==> config.mk <==
export PLATFORM = sky130hd
export DESIGN_NAME = arrow_draw_scheduler_flat
export DESIGN_NICKNAME = d
export VERILOG_FILES = /design/src/rtl/arrow_draw_scheduler_pkg.sv /design/src/rtl/arrow_draw_scheduler_if.sv /design/src/rtl/arrow_draw_scheduler_pixel_mux4.sv /design/src/rtl/arrow_draw_scheduler.sv /design/src/flat_wrapper.sv
export SDC_FILE = /design/constraint.sdc
export NUM_CORES = 1
export LEC_CHECK = 0
export CAP_MARGIN = 25
export CORE_UTILIZATION = 41
export DETAILED_ROUTE_END_ITERATION = 8
export GPL_TIMING_DRIVEN = 0
export PLACE_DENSITY = 0.81
export SLEW_MARGIN = 10
export SYNTH_ARGS = -nofsm -noshare
export SYNTH_HDL_FRONTEND = slang
export SYNTH_SLANG_ARGS = --single-unit
==> constraint.sdc <==
create_clock -name clock -period 2.7 [get_ports clock]
set_input_delay 0.27 -clock clock [delete_from_list [all_inputs] [get_ports clock]]
set_output_delay 0.27 -clock clock [all_outputs]
set_load 0.02 [all_outputs]
==> src/rtl/arrow_draw_scheduler_pkg.sv <==
// Shared constants, lane ordering and FSM encoding for the arrow draw scheduler slice.
package arrow_draw_scheduler_pkg;

  localparam int NUM_LANES  = 4;
  localparam int LANE_IDX_W = 2;
  localparam int SPRITE_DIM = 8;
  localparam int SCREEN_W   = 160;
  localparam int SCREEN_H   = 120;
  localparam int X_W        = 8;
  localparam int Y_W        = 7;
  localparam int COL_W      = 3;

  localparam logic [LANE_IDX_W-1:0] LANE_LEFT  = 2'd0;
  localparam logic [LANE_IDX_W-1:0] LANE_DOWN  = 2'd1;
  localparam logic [LANE_IDX_W-1:0] LANE_UP    = 2'd2;
  localparam logic [LANE_IDX_W-1:0] LANE_RIGHT = 2'd3;

  typedef enum logic [2:0] {
    ST_IDLE,
    ST_SCAN,
    ST_START,
    ST_WAIT_LOW,
    ST_WAIT_HIGH,
    ST_FINISH
  } state_t;

  function automatic logic [NUM_LANES-1:0] lane_onehot(input logic [LANE_IDX_W-1:0] idx);
    logic [NUM_LANES-1:0] v;
    v      = '0;
    v[idx] = 1'b1;
    return v;
  endfunction

endpackage

==> src/rtl/arrow_draw_scheduler_if.sv <==
// Drawer control/pixel bus plus the muxed VGA write port; master = scheduler, slave = drawers + adapter.
interface arrow_draw_scheduler_if;
  import arrow_draw_scheduler_pkg::*;

  logic [NUM_LANES-1:0]       drw_start;
  logic [X_W-1:0]             drw_refX;
  logic [Y_W-1:0]             drw_refY;
  logic [NUM_LANES-1:0]       drw_done;
  logic [NUM_LANES*X_W-1:0]   drw_x;
  logic [NUM_LANES*Y_W-1:0]   drw_y;
  logic [NUM_LANES*COL_W-1:0] drw_colour;
  logic [NUM_LANES-1:0]       drw_wen;
  logic [X_W-1:0]             x;
  logic [Y_W-1:0]             y;
  logic [COL_W-1:0]           colour;
  logic                       writeEn;

  modport master (
    output drw_start, drw_refX, drw_refY, x, y, colour, writeEn,
    input  drw_done, drw_x, drw_y, drw_colour, drw_wen
  );

  modport slave (
    input  drw_start, drw_refX, drw_refY, x, y, colour, writeEn,
    output drw_done, drw_x, drw_y, drw_colour, drw_wen
  );

endinterface

==> src/rtl/arrow_draw_scheduler_pixel_mux4.sv <==
// 4:1 selection of one drawer's pixel stream by lane index; all-zero when not enabled.
module arrow_draw_scheduler_pixel_mux4
  import arrow_draw_scheduler_pkg::*;
(
  input  logic                       en_i,
  input  logic [LANE_IDX_W-1:0]      idx_i,
  input  logic [NUM_LANES*X_W-1:0]   x_i,
  input  logic [NUM_LANES*Y_W-1:0]   y_i,
  input  logic [NUM_LANES*COL_W-1:0] colour_i,
  input  logic [NUM_LANES-1:0]       wen_i,
  output logic [X_W-1:0]             x_o,
  output logic [Y_W-1:0]             y_o,
  output logic [COL_W-1:0]           colour_o,
  output logic                       wen_o
);

  always_comb begin
    x_o      = '0;
    y_o      = '0;
    colour_o = '0;
    wen_o    = 1'b0;
    if (en_i) begin
      x_o      = x_i[int'(idx_i)*X_W +: X_W];
      y_o      = y_i[int'(idx_i)*Y_W +: Y_W];
      colour_o = colour_i[int'(idx_i)*COL_W +: COL_W];
      wen_o    = wen_i[idx_i];
    end
  end

endmodule

==> src/rtl/arrow_draw_scheduler.sv <==
// Per-frame sequencer: snapshots lane activity on frame_tick, starts each drawable lane's
// drawer in turn, waits for its done, and forwards that drawer's pixels to the VGA port.
module arrow_draw_scheduler
  import arrow_draw_scheduler_pkg::*;
#(
  parameter int LANE_X_BASE = 40,
  parameter int LANE_PITCH  = 20,
  parameter int Y_MAX       = 112
) (
  input  logic                     clock,
  input  logic                     reset_n,
  input  logic                     frame_tick,
  input  logic [NUM_LANES-1:0]     lane_valid,
  input  logic [NUM_LANES*Y_W-1:0] lane_y,
  arrow_draw_scheduler_if.master   drw,
  output logic                     busy,
  output logic                     frame_done,
  output logic                     overrun
);

  state_t                   state_q;
  logic [LANE_IDX_W-1:0]    idx_q;
  logic [NUM_LANES-1:0]     valid_q;
  logic [NUM_LANES*Y_W-1:0] y_q;
  logic [NUM_LANES-1:0]     start_q;
  logic [X_W-1:0]           refx_q;
  logic [Y_W-1:0]           refy_q;
  logic                     busy_q;
  logic                     done_q;
  logic                     overrun_q;

  logic [Y_W-1:0] cur_y;
  logic [X_W-1:0] lane_x;
  logic           lane_ok;
  logic           last_lane;
  logic           pix_en;

  always_comb begin
    cur_y     = y_q[int'(idx_q)*Y_W +: Y_W];
    lane_x    = X_W'(LANE_X_BASE + int'(idx_q) * LANE_PITCH);
    // Lanes below Y_MAX would push the 8-row sprite past the bottom of the screen.
    lane_ok   = valid_q[idx_q] && (int'(cur_y) <= Y_MAX);
    last_lane = (idx_q == LANE_IDX_W'(NUM_LANES - 1));
    pix_en    = (state_q == ST_START) || (state_q == ST_WAIT_LOW) || (state_q == ST_WAIT_HIGH);
  end

  always_ff @(posedge clock) begin
    if (!reset_n) begin
      state_q   <= ST_IDLE;
      idx_q     <= '0;
      valid_q   <= '0;
      y_q       <= '0;
      start_q   <= '0;
      refx_q    <= '0;
      refy_q    <= '0;
      busy_q    <= 1'b0;
      done_q    <= 1'b0;
      overrun_q <= 1'b0;
    end else begin
      start_q <= '0;
      done_q  <= 1'b0;
      if (frame_tick && (state_q != ST_IDLE)) begin
        overrun_q <= 1'b1;
      end
      case (state_q)
        ST_IDLE: begin
          if (frame_tick) begin
            valid_q <= lane_valid;
            y_q     <= lane_y;
            idx_q   <= '0;
            busy_q  <= 1'b1;
            state_q <= ST_SCAN;
          end
        end
        ST_SCAN: begin
          if (lane_ok) begin
            start_q <= lane_onehot(idx_q);
            refx_q  <= lane_x;
            refy_q  <= cur_y;
            state_q <= ST_START;
          end else if (last_lane) begin
            state_q <= ST_FINISH;
          end else begin
            idx_q <= idx_q + 1'b1;
          end
        end
        // done is still high from the drawer's idle state here, so it is not sampled.
        ST_START: state_q <= ST_WAIT_LOW;
        ST_WAIT_LOW: begin
          if (!drw.drw_done[idx_q]) begin
            state_q <= ST_WAIT_HIGH;
          end
        end
        ST_WAIT_HIGH: begin
          if (drw.drw_done[idx_q]) begin
            if (last_lane) begin
              state_q <= ST_FINISH;
            end else begin
              idx_q   <= idx_q + 1'b1;
              state_q <= ST_SCAN;
            end
          end
        end
        ST_FINISH: begin
          done_q  <= 1'b1;
          busy_q  <= 1'b0;
          state_q <= ST_IDLE;
        end
        default: state_q <= ST_IDLE;
      endcase
    end
  end

  assign drw.drw_start = start_q;
  assign drw.drw_refX  = refx_q;
  assign drw.drw_refY  = refy_q;
  assign busy          = busy_q;
  assign frame_done    = done_q;
  assign overrun       = overrun_q;

  arrow_draw_scheduler_pixel_mux4 u_pixel_mux (
    .en_i     (pix_en),
    .idx_i    (idx_q),
    .x_i      (drw.drw_x),
    .y_i      (drw.drw_y),
    .colour_i (drw.drw_colour),
    .wen_i    (drw.drw_wen),
    .x_o      (drw.x),
    .y_o      (drw.y),
    .colour_o (drw.colour),
    .wen_o    (drw.writeEn)
  );

endmodule

==> src/flat_wrapper.sv <==
// flat-port wrapper written by rule: the top's interface ports become plain ports
module arrow_draw_scheduler_flat import arrow_draw_scheduler_pkg::*;
#(
  parameter int LANE_X_BASE = 40,
  parameter int LANE_PITCH  = 20,
  parameter int Y_MAX       = 112
)
  (clock, reset_n, frame_tick, lane_valid, lane_y, busy, frame_done, overrun, drw_drw_start, drw_drw_refX, drw_drw_refY, drw_x, drw_y, drw_colour, drw_writeEn, drw_drw_done, drw_drw_x, drw_drw_y, drw_drw_colour, drw_drw_wen);
  arrow_draw_scheduler_if drw_i ();
  input  logic clock;
  input  logic reset_n;
  input  logic frame_tick;
  input  logic [NUM_LANES-1:0] lane_valid;
  input  logic [NUM_LANES*Y_W-1:0] lane_y;
  output logic busy;
  output logic frame_done;
  output logic overrun;
  output wire logic [$bits(drw_i.drw_start)-1:0] drw_drw_start;
  output wire logic [$bits(drw_i.drw_refX)-1:0] drw_drw_refX;
  output wire logic [$bits(drw_i.drw_refY)-1:0] drw_drw_refY;
  output wire logic [$bits(drw_i.x)-1:0] drw_x;
  output wire logic [$bits(drw_i.y)-1:0] drw_y;
  output wire logic [$bits(drw_i.colour)-1:0] drw_colour;
  output wire logic [$bits(drw_i.writeEn)-1:0] drw_writeEn;
  input wire logic [$bits(drw_i.drw_done)-1:0] drw_drw_done;
  input wire logic [$bits(drw_i.drw_x)-1:0] drw_drw_x;
  input wire logic [$bits(drw_i.drw_y)-1:0] drw_drw_y;
  input wire logic [$bits(drw_i.drw_colour)-1:0] drw_drw_colour;
  input wire logic [$bits(drw_i.drw_wen)-1:0] drw_drw_wen;
  assign drw_drw_start = drw_i.drw_start;
  assign drw_drw_refX = drw_i.drw_refX;
  assign drw_drw_refY = drw_i.drw_refY;
  assign drw_x = drw_i.x;
  assign drw_y = drw_i.y;
  assign drw_colour = drw_i.colour;
  assign drw_writeEn = drw_i.writeEn;
  assign drw_i.drw_done = drw_drw_done;
  assign drw_i.drw_x = drw_drw_x;
  assign drw_i.drw_y = drw_drw_y;
  assign drw_i.drw_colour = drw_drw_colour;
  assign drw_i.drw_wen = drw_drw_wen;
  arrow_draw_scheduler #(.LANE_X_BASE(LANE_X_BASE), .LANE_PITCH(LANE_PITCH), .Y_MAX(Y_MAX)) u_core (.clock(clock), .reset_n(reset_n), .frame_tick(frame_tick), .lane_valid(lane_valid), .lane_y(lane_y), .drw(drw_i), .busy(busy), .frame_done(frame_done), .overrun(overrun));
endmodule
* Word-level counts from Yosys, hierarchy flattened
Index checks and enable logic that the tools add are counted.
** Operators by class
- $mul :: 3
- Shift-type cells :: 4
- Equal/unequal tests :: 11
- Muxes and demuxes :: 27
- Reductions and logical operators :: 15
- Magnitude comparators :: 3
- Add/subtract/negate cells :: 2
** Operator list (number)
- 28-bit by 6-bit indexed part select with 7-bit output :: 2
- 32-bit by 6-bit indexed part select with 8-bit output :: 1
- 3-bit two-way mux :: 7
- 3-bit one-hot mux with 5 select lines :: 1
- 12-bit by 5-bit indexed part select with 3-bit output :: 1
- 2-bit by 3-bit multiplier with 5-bit output (second input constant) :: 2
- 7-bit by 8-bit adder with 8-bit output (first input constant) :: 1
- 2-bit two-way mux :: 4
- 8-bit two-way mux :: 1
- 2-bit != test (second input constant) :: 4
- 4-bit AND reduction :: 2
- 7-bit <= comparator (second input constant) :: 1
- 1-bit two-way mux :: 7
- 7-bit two-way mux :: 1
- 1-bit binary-select mux with 2-bit select :: 3
- 3-bit by 2-bit equality test with 1-bit output (second input constant) :: 2
- 3-bit equality test (second input constant) :: 2
- 2-bit one-hot mux with 3 select lines :: 1
- 2-bit AND reduction :: 3
- 3-bit nonzero test :: 2
- 2-bit by 2-bit multiplier with 4-bit output (second input constant) :: 1
- 3-bit by 1-bit equality test with 1-bit output (second input constant) :: 1
- 1-bit logical AND :: 3
- 3-bit logical NOT :: 1
- 10 further kinds :: 11
** Word-level totals
- Logic and storage cells :: 75
- Flip-flop bits (word level) :: 59

* Logic depth before layout (Yosys ltp)
Gate-level depths: netlist of the first run.
- Word-level depth :: 6
- Mapped depth :: 7
- Mapped depth without buffers :: 6

* By module
From an unflattened synthesis of the first run, not the netlist that was laid out.
** Unflattened totals
- Cell total of the unflattened synthesis :: 350
- Area, all modules :: 3128.0 um2
** Modules (own cells, without submodules)
- arrow_draw_scheduler :: cells an instance 284, area an instance 2531.2 um2, times used 1
- arrow_draw_scheduler_pixel_mux4 :: cells an instance 66, area an instance 596.8 um2, times used 1

* Worst setup path before layout of the first run
No wires, ideal clock.
- Path type :: register to register
- Start :: register u_core.idx_q[0]
- End :: register u_core.state_q[2]
- Buffers on the path :: 1
- Library setup time :: 118 ps
- Required time :: 2582 ps
- Period minus slack after synthesis :: 2087 ps
- Data arrival time :: 1970 ps
- Slack :: 613 ps
- Cell stages (with the launch flop) :: 7
- Cells stage by stage :: dfxtp_1 > buf_6 > mux4_2 > nor4_4 > nor2_2 > a221o_1 > o2111a_1
** On the way
- Word-level cells in the longest chain between the ends :: 6
- Elaborated cells on any way between the ends :: 17
** RTL lines
- from (decl) :: line arrow_draw_scheduler.sv:22 : logic [LANE_IDX_W-1:0] idx_q;
- from (signal assigned) :: line arrow_draw_scheduler.sv:84 : idx_q <= idx_q + 1'b1;
- from (signal assigned) :: line arrow_draw_scheduler.sv:99 : idx_q <= idx_q + 1'b1;
- 2-bit by 3-bit multiplier with 5-bit output :: line arrow_draw_scheduler.sv:39 : cur_y = y_q[int'(idx_q)*Y_W +: Y_W];
- 28-bit by 6-bit indexed part select with 7-bit output :: line arrow_draw_scheduler.sv:39
- 7-bit <= comparator :: line arrow_draw_scheduler.sv:42 : lane_ok = valid_q[idx_q] && (int'(cur_y) <= Y_MAX);
- 1-bit logical AND :: line arrow_draw_scheduler.sv:42
- 3-bit two-way mux / 3-bit by 1-bit != test with 1-bit output (equally long branches)
- 3-bit one-hot mux with 5 select lines / 4-bit AND reduction (equally long branches)
- to (signal assigned) :: line arrow_draw_scheduler.sv:49 : state_q <= ST_IDLE;
- to (signal assigned) :: line arrow_draw_scheduler.sv:80 : state_q <= ST_START;
- to (signal assigned) :: line arrow_draw_scheduler.sv:82 : state_q <= ST_FINISH;
- to (decl) :: line arrow_draw_scheduler.sv:21 : state_t state_q;
Parallel ways exist; a longest one is shown, timed or not. The select of a mux whose other input is x is not followed.
A chain may end at the register's enable or synchronous reset.

* Worst setup path after layout of the first run
- Start :: register u_core.idx_q[0]
- End :: output drw_y[5]
** On the way
- Word-level cells in the longest chain between the ends :: 3
** RTL lines
- 2-bit by 3-bit multiplier with 5-bit output :: line arrow_draw_scheduler_pixel_mux4.sv:24 : y_o = y_i[int'(idx_i)*Y_W +: Y_W];
- 28-bit by 6-bit indexed part select with 7-bit output :: line arrow_draw_scheduler_pixel_mux4.sv:24
- 7-bit two-way mux :: line arrow_draw_scheduler_pixel_mux4.sv:22 : if (en_i) begin
- to (decl) :: line flat_wrapper.sv:22 : output wire logic [$bits(drw_i.y)-1:0] drw_y;
Every way passes these cells.

==> impl_metrics.tcl, run 1 <==
set metrics [dict create \
    status "complete, no violations" \
    p_int_uw 1500 \
    worstHoldStart "u_core.drw.drw_refX[5]" \
    seq_power_share_pct 42.8 \
    pwr-share-comb_pct 35.0 \
    initial_utilization_pct 43.0 \
    portBuffers 151 \
    fmax_mhz 381 \
    crit_type "reg -> out" \
    gr-total-overflow 0 \
    switching_share_pct 30.8 \
    fp.coreArea_mm2 0.00733 \
    place.gp.congestion 0.970 \
    synth_cells 333 \
    grt_pass1_vias 2989 \
    htree_levels 2 \
    arrival_ps 2350 \
    synth.distinct_cells 39 \
    drt-total-wl_um 9500 \
    dieArea_mm2 0.00804 \
    cts-root-buf "clkbuf_8" \
    syn_area_mm2 0.00315 \
    drt-initial-drc-count 177 \
    syn-mean-instance-area_um2 9.46 \
    antenna_cells 0 \
    cts_setup_buffers 0 \
    holdPathEnd "u_core.drw.drw_refX[5]" \
    synth_common_cells "86 x nand2_1, 56 x dfxtp_1, 33 x a21boi_0" \
    core.rowCount 31 \
    dr.pass1.iters 5 \
    clock_skew_ps 11.0 \
    p_sw_uw 669 \
    final_max_slew_viol_count 0 \
    grt_usage_pct 23.3 \
    dp_hpwl_um 7470 \
    yosys_register_bits 56 \
    synth.top_cell.area_share_pct 35.6 \
    yosysSeqAreaShare_pct 35.6 \
    path_clk_slew_ps 100 \
    timing.rr.start "u_core.idx_q[0]" \
    r2r_end "u_core.state_q[2]" \
    grt_max_degree 20 \
    start_kind "flop" \
    cts_made_buffers 5 \
    cts_buffer_depth 2 \
    yosysWarnings 0 \
    setup-tns-final_ps 0 \
    period_minus_slack_ps 2620 \
    finalHoldViolCount 0 \
    die_w_um 89.7 \
    syn2layout_area_growth_pct 57.4 \
    grt_pass1_wl_um 14200 \
    synth_edf_count 0 \
    drtAntennaViolNets 0 \
    setup_viol 0 \
    peakVddDrop_v 0.000259 \
    critPathCaptureType "output pin" \
    drive_above_1_share_pct 12.6 \
    cts_tree "built" \
    pwr-share-clk_pct 22.2 \
    worstSkewPairLatency_ps 320 \
    clock-sinks 56 \
    max_slew_margin_pct 64.3 \
    leakage_uw 0.00203 \
    crit_required_ps 2430 \
    wl_per_cell_um 16.1 \
    ios 156 \
    hold_path.class "reg -> reg" \
    nNetsFinal 611 \
    antenna_found_initial 0 \
    dp.cells 585 \
    finalCritPeriodShare_pct 97.1 \
    vias_per_cell 5.18 \
    yosysMostFrequentCell "nand2_1" \
    synth_top_cell_by_area "dfxtp_1" \
    path_max_fanout 10 \
    cts_hold_buf 0 \
    cellPowerDensity_mw_per_mm2 438 \
    ys_top_cells_by_area "dfxtp_1 36%, mux4_2 19%, nand2_1 10%, a21boi_0 7.9%, nor2b_1 4.6%" \
    maxCapViolations 0 \
    drc 0 \
    num_vias 3064 \
    ff2ff_path_depth 6 \
    layout.cells.non_filler 591 \
    rrSetupSlack_ps 400 \
    synthArstFlopShare_pct 0 \
    worst_pin_slew_ps 534 \
    die_y_um 89.7 \
    synth_flop_cell "dfxtp_1" \
    holdPathStages 2 \
]
-- registers in the layout (all words and copies together), names as in the netlist --
| register | cells |
|---|---|
| u_core.y_q | 28 |
| u_core.drw.drw_refY | 7 |
| u_core.drw.drw_refX | 5 |
| u_core.drw.drw_start | 4 |
| u_core.valid_q | 4 |
| u_core.state_q | 3 |
| u_core.idx_q | 2 |
| u_core.busy | 1 |
| u_core.frame_done | 1 |
| u_core.overrun | 1 |
-- cells by family (layout without fill, tap and decap cells) --
kind of cell / after synthesis / after routing / synth area share [%]
compound gates: 60 / 60 / 14.3
xor+xnor: 1 / 1 / 0.278
fa+ha+maj: 5 / 5 / 1.99
buf+inv: 35 / 192 / 5.12
flops: 56 / 56 / 35.6
mux: 35 / 35 / 22.5
other cells: 1 / 3 / 0.119
simple gates: 140 / 140 / 20.2
-- power groups by stage --
stage          clock (uW)  sequential (uW)  combinational [uW]
2_1_floorplan           0              936                 435
3_3_place_gp            0              935                 736
3_5_place_dp            0              938                 755
4_1_cts               495              923                 768
5_1_grt               526              935                 825
6_report              483              929                 761
-- cell usage in the layout, fill, tap and decap left out, types with 2 or more instances in the layout --
master and instances:
a21boi_0 33, a21oi_1 3, a31o_2 6, and3_1 5, buf_2 2, buf_4 4, buf_6 4, clkbuf_1 15
clkbuf_2 2, clkbuf_8 5, clkdlybuf4s50_1 136, conb_1 3, dfxtp_1 53, dfxtp_2 3, dlymetal6s2s_1 14, ha_1 5
inv_1 6, mux2i_1 7, mux4_1 2, mux4_2 26, nand2_1 86, nand3_1 3, nor2_1 14, nor2b_1 23
nor3b_1 2, o21ai_0 7
-- timing repair --
action / 4_1_cts / 5_1_grt
pin swaps: 0 / 0
gates resized for setup: 15 / 16
gates cloned: 0 / 0
endpoints found under the setup margin: 19 / 17
-- layer usage --
metal	global-route usage [%]	up-vias	wire length, um
met4	7.50	0	184
met3	6.31	17	937
li1	-	1480	-
met5	0	-	0
met2	43.6	140	4660
met1	25.4	1427	3710
-- worst max-delay path by stage --
stage / from / endpoint / slack, ps / cells after the start
final: u_core.idx_q[0] / drw_y[5] / 80 / 5
after global routing: u_core.idx_q[0] / drw_y[5] / -20 / 5
after CTS: u_core.idx_q[0] / drw_x[6] / 6 / 5
after detailed placement: u_core.state_q[1] / drw_x[1] / -350 / 6
after global placement: u_core.state_q[1] / drw_x[1] / -350 / 6
after floorplan: u_core.idx_q[0] / u_core.state_q[2] / 610 / 6
-- critical path, cell delays in order (launching register included) --
cell,delay (ps)
dfxtp_2,430
buf_6,210
buf_6,190
mux4_2,510
nor2b_1,150
clkdlybuf4s50_1,550
-- area by class of cell --
cell class	instances	area, um2
plain buffers	27	151
clock buffers	5	68.8
clock inverters	3	27.5
fillers	572	2370
inverters	6	22.5
multi-input cells	244	1890
flip-flops and latches	56	1120
well taps	99	124
repair buffers	151	1550
-- stage by stage --
| stage | cell area (um2) | setup WS (ps) | util (%) | hold slack (ps) | power (uW) |
|---|---|---|---|---|---|
| final | 4960 | 77.0 | 67.6 | 456 | 2170 |
| after global routing | 4960 | -17.8 | 67.6 | 478 | 2290 |
| after CTS | 4920 | 5.74 | 67.1 | 461 | 2190 |
| after detailed placement | 4790 | -349 | 65.4 | 446 | 1690 |
| after global placement | 4790 | -353 | 65.4 | 446 | 1670 |
| after floorplan | 3160 | 613 | - | 415 | 1370 |
(Power assumes the default switching activity.)
==> inputs of run 2 (changes only) <==
CORE_UTILIZATION = 57   (was 41)
DONT_BUFFER_PORTS = 1   (was default)
PLACE_DENSITY = 0.75   (was 0.81)
clock period = 2.4 ns   (was 2.7 ns; I/O delays follow)
==> run 2 against run 1 <==
Net effect: largest cell class unchanged; sequential share of layout area rose by 10 points; critical path depth did not move; non-clock buffer count fell by 149; global-route usage rose by 2.6 points; largest power group unchanged.
==> impl_metrics.tcl, run 2 (synthesized netlist as in run 1, its figures left out) <==
set metrics [dict create \
    cts_setup_buffers 0 \
    critPathCaptureType "output pin" \
    fp.coreArea_mm2 0.00520 \
    ff2ff_path_depth 6 \
    final_common_cell "nand2_1" \
    r2r_end "u_core.state_q[2]" \
    cts_hold_buf 0 \
    worstHoldStart "lane_y[8]" \
    place_area_mm2 0.00325 \
    maxCapViolations 0 \
    nNetsFinal 462 \
    holdPathStages 2 \
    rsz0062_at_grt "yes" \
    initial_utilization_pct 60.5 \
    final_max_slew_viol_count 0 \
    crit_required_ps 2160 \
    grt_pass1_wl_um 11900 \
    finalHoldViolCount 0 \
    regMostFlops "u_core.y_q" \
    fmax_mhz 433 \
    finalCritPeriodShare_pct 96.3 \
    vias_per_cell 5.92 \
    die_y_um 76.3 \
    drtAntennaViolNets 0 \
    hold_path.class "in -> reg" \
    dr.pass1.iters 4 \
    core.rowCount 26 \
    worstSkewPairLatency_ps 310 \
    crit_start "u_core.state_q[1]" \
    antenna_cells 0 \
    antenna_found_initial 0 \
    dp_hpwl_um 5810 \
    grt_max_degree 17 \
    start_kind "flop" \
    grt_pass1_vias 2339 \
    path_max_fanout 10 \
    drt-initial-drc-count 99 \
    cts_made_buffers 5 \
    die_w_um 76.3 \
    leakage_uw 0.00122 \
    fin_area_mm2 0.00341 \
    setup_viol 0 \
    grt_usage_pct 25.9 \
    clock_skew_ps 7.96 \
    cellPowerDensity_mw_per_mm2 690 \
    rrSetupSlack_ps 170 \
    cts_tree "built" \
    syn2layout_area_growth_pct 8.18 \
    drc 0 \
    htree_levels 2 \
    holdPathEnd "u_core.y_q[8]" \
    drive_above_1_share_pct 18.1 \
    final_cell_mix "86 x nand2_1, 54 x dfxtp_1, 33 x a21boi_0" \
    place.gp.congestion 0.908 \
    arrival_ps 2070 \
    peakVddDrop_v 0.000478 \
    dieArea_mm2 0.00583 \
    wl_per_cell_um 18.2 \
    setup-tns-final_ps 0 \
    crit_type "reg -> out" \
    drt-total-wl_um 7480 \
    timing.rr.start "u_core.idx_q[0]" \
    clock-sinks 56 \
    period_minus_slack_ps 2310 \
    status "complete, no violations" \
    cts-root-buf "clkbuf_8" \
    portBuffers 0 \
    gr-total-overflow 0 \
    path_clk_slew_ps 100 \
    ios 156 \
    cts_buffer_depth 2 \
    largest_reg_flops 28 \
    num_vias 2438 \
]
run 2: cell types whose count changed in the layout (fill, tap and decap cells not counted), sizes merged:
cell	delta
clkinv	-1
clkbuf	+3
clkinvlp	-1
bufinv	+2
clkdlybuf4s50	-136
buf	-1
inv	-1
dlymetal6s2s	-14
dlygate4sd2	-1
run 2: layer usage:
metal,track usage [%],routed length (um),vias up
li1,-,-,1171
met3,6.59,534,12
met1,30.0,3010,1153
met2,46.3,3820,102
met5,0,0,-
met4,8.46,117,0
run 2: final cells by class:
cell class | instances | area (um2)
multi-input combinational | 244 | 1890
fill | 451 | 1800
sequential | 56 | 1120
buffer | 29 | 151
tap | 70 | 87.6
clock buffer | 5 | 68.8
clock inverter | 2 | 60.1
inverter | 6 | 22.5
run 2: what timing repair did:
item | CTS | global route
cloned | 0 | 0
resized for setup | 8 | 6
endpoints found under the setup margin | 18 | 28
run 2: per-stage QoR:
step	power [uW]	util, %	hold WS [ps]	cells	worst slack, ps
detailed placement	1660	62.4	395	405	-15.7
global route	2460	65.5	59.3	412	-33.6
finish	2350	65.5	66.1	412	88.6
global placement	1640	62.4	388	405	9.51
CTS	2360	65.1	61.8	412	52.2
floorplan	1540	-	385	335	313
run 2: worst max path at each step:
stage | endpoint | slack [ps]
after floorplan | u_core.state_q[2] | 310
after global placement | drw_x[5] | 10
after detailed placement | drw_y[4] | -20
after CTS | u_core.state_q[2] | 50
after global routing | drw_x[3] | -30
final | drw_x[3] | 90
run 2: report_power, final:
| group | switching (uW) | leakage [uW] | internal [uW] |
|---|---|---|---|
| combinational | 321 | 0.000695 | 273 |
| sequential | 58.4 | 0.000458 | 993 |
| clock | 298 | 0.0000642 | 411 |
| total | 677 | 0.00122 | 1680 |
run 2: critical path: stages, from the launching register on:
cell and delay [ps]:
dfxtp_1 340, clkbuf_1 340, nor2b_1 320, a21oi_4 110, clkbuf_2 240, nor2b_1 410
==> inputs of run 3 (changes only) <==
GPL_TIMING_DRIVEN = default   (was 0)
==> run 3 against run 2 <==
Net effect: critical path depth is 1 lower; largest cell class unchanged; clock power shrank 30%; highest routed layer unchanged; cell count fell by 0.24%.
==> impl_metrics.tcl, run 3 (synthesized netlist as in run 1, its figures left out) <==
set metrics [dict create \
    status "complete, no violations" \
    antenna_cells 0 \
    antenna_found_initial 0 \
    cts_hold_buf 0 \
    maxCapViolations 0 \
    fin_area_mm2 0.00341 \
    worstHoldStart "reset_n" \
    syn2layout_area_growth_pct 8.14 \
    r2r_end "u_core.idx_q[0]" \
    fp.coreArea_mm2 0.00520 \
    final_common_cell "nand2_1" \
    grt_pass1_vias 2290 \
    nFillCells 448 \
    regArea_mm2 0.00112 \
    dp.cells 404 \
    finalHoldViolCount 0 \
    critPathCaptureType "output pin" \
    clock-sinks 56 \
    wl_per_cell_um 17.5 \
    die_y_um 76.3 \
    multiInputGateArea_mm2 0.00188 \
    portBuffers 0 \
    gr-total-overflow 0 \
    holdPathStages 2 \
    setup_viol 0 \
    htree_levels 2 \
    core.rowCount 26 \
    timing.rr.start "u_core.idx_q[0]" \
    max_slew_margin_pct 61.6 \
    worst_pin_slew_ps 574 \
    drtAntennaViolNets 0 \
    crit_type "reg -> out" \
    leakage_uw 0.00126 \
    path_max_fanout 23 \
    grt_usage_pct 24.7 \
    cts_made_buffers 5 \
    cts_resized 0 \
    cts_setup_buffers 0 \
    cts-root-buf "clkbuf_8" \
    layout.cells.non_filler 411 \
    grt_pass1_wl_um 11500 \
    arrival_ps 2010 \
    ios 156 \
    rsz0062_at_grt "no" \
    dieArea_mm2 0.00583 \
    final_max_slew_viol_count 0 \
    dr.pass1.iters 4 \
    worstSkewPairLatency_ps 310 \
    drt-total-wl_um 7200 \
    dp_hpwl_um 5450 \
    path_clk_slew_ps 100 \
    setup-tns-final_ps 0 \
    cellPowerDensity_mw_per_mm2 626 \
    num_vias 2455 \
    rrSetupSlack_ps 160 \
    nNetsFinal 461 \
    finalPower_uw 2130 \
    period_minus_slack_ps 2250 \
    drc 0 \
    cts_buffer_depth 2 \
    holdPathEnd "u_core.state_q[0]" \
    initial_utilization_pct 60.5 \
    vias_per_cell 5.97 \
    place.gp.congestion 0.854 \
    drive_above_1_share_pct 21.1 \
    cts_tree "built" \
    start_kind "flop" \
    peakVddDrop_v 0.000466 \
    worst_slack_ps 154 \
    finalCritPeriodShare_pct 93.6 \
    regMostFlops "u_core.y_q" \
    largest_reg_flops 28 \
    drt-initial-drc-count 151 \
    ff2ff_path_depth 5 \
    final_cell_mix "86 x nand2_1, 55 x dfxtp_1, 33 x a21boi_0" \
    hold_path.class "in -> reg" \
    crit_required_ps 2160 \
    die_w_um 76.3 \
    place_area_mm2 0.00332 \
    clock_skew_ps 5.45 \
    grt_max_degree 64 \
    fmax_mhz 445 \
    place_ws_ps 116 \
]
## run 3: stage by stage
stage | hold slack, ps | utilization [%]
floorplan | 385 | -
global placement | 371 | 63.7
detailed placement | 378 | 63.7
CTS | 40.1 | 65.3
global route | 58.1 | 65.5
finish | 55.2 | 65.5
## run 3: final cells by class
type,count,share of cell area [%]
clock buffers,6,2.13
clock inverters,1,0.257
inverters,6,0.661
multi-input cells,244,55.3
flip-flops and latches,56,32.9
well taps,70,2.57
repair buffers,28,6.17
## run 3: report_power, final
group | switching, uW | internal, uW
Clock | 293 | 205
Sequential | 63.8 | 993
Combinational | 290 | 289
Total | 647 | 1490
## run 3: worst max-delay path: stages, from the launching register on
cell	delay, ps
dfxtp_2	430
buf_4	390
mux4_2	560
nor2b_1	150
buf_4	160
## run 3: metal layers
| metal | up-vias | share of wire, % | global-route usage (%) |
|---|---|---|---|
| li1 | 1166 | - | - |
| met1 | 1156 | 40 | 30.8 |
| met2 | 122 | 50 | 41.5 |
| met3 | 11 | 8.5 | 6.71 |
| met4 | 0 | 1.8 | 7.88 |
| met5 | - | 0 | 0 |
## run 3: worst max path at each step
stage          slack (ps)            start           endpoint
2_1_floorplan         310  u_core.idx_q[0]  u_core.state_q[2]
3_3_place_gp          200  u_core.idx_q[0]    u_core.idx_q[1]
3_5_place_dp          120  u_core.idx_q[0]    u_core.idx_q[0]
4_1_cts                70  u_core.idx_q[0]    u_core.idx_q[0]
5_1_grt                 6  u_core.idx_q[1]           drw_x[2]
6_report              150  u_core.idx_q[0]           drw_y[4]
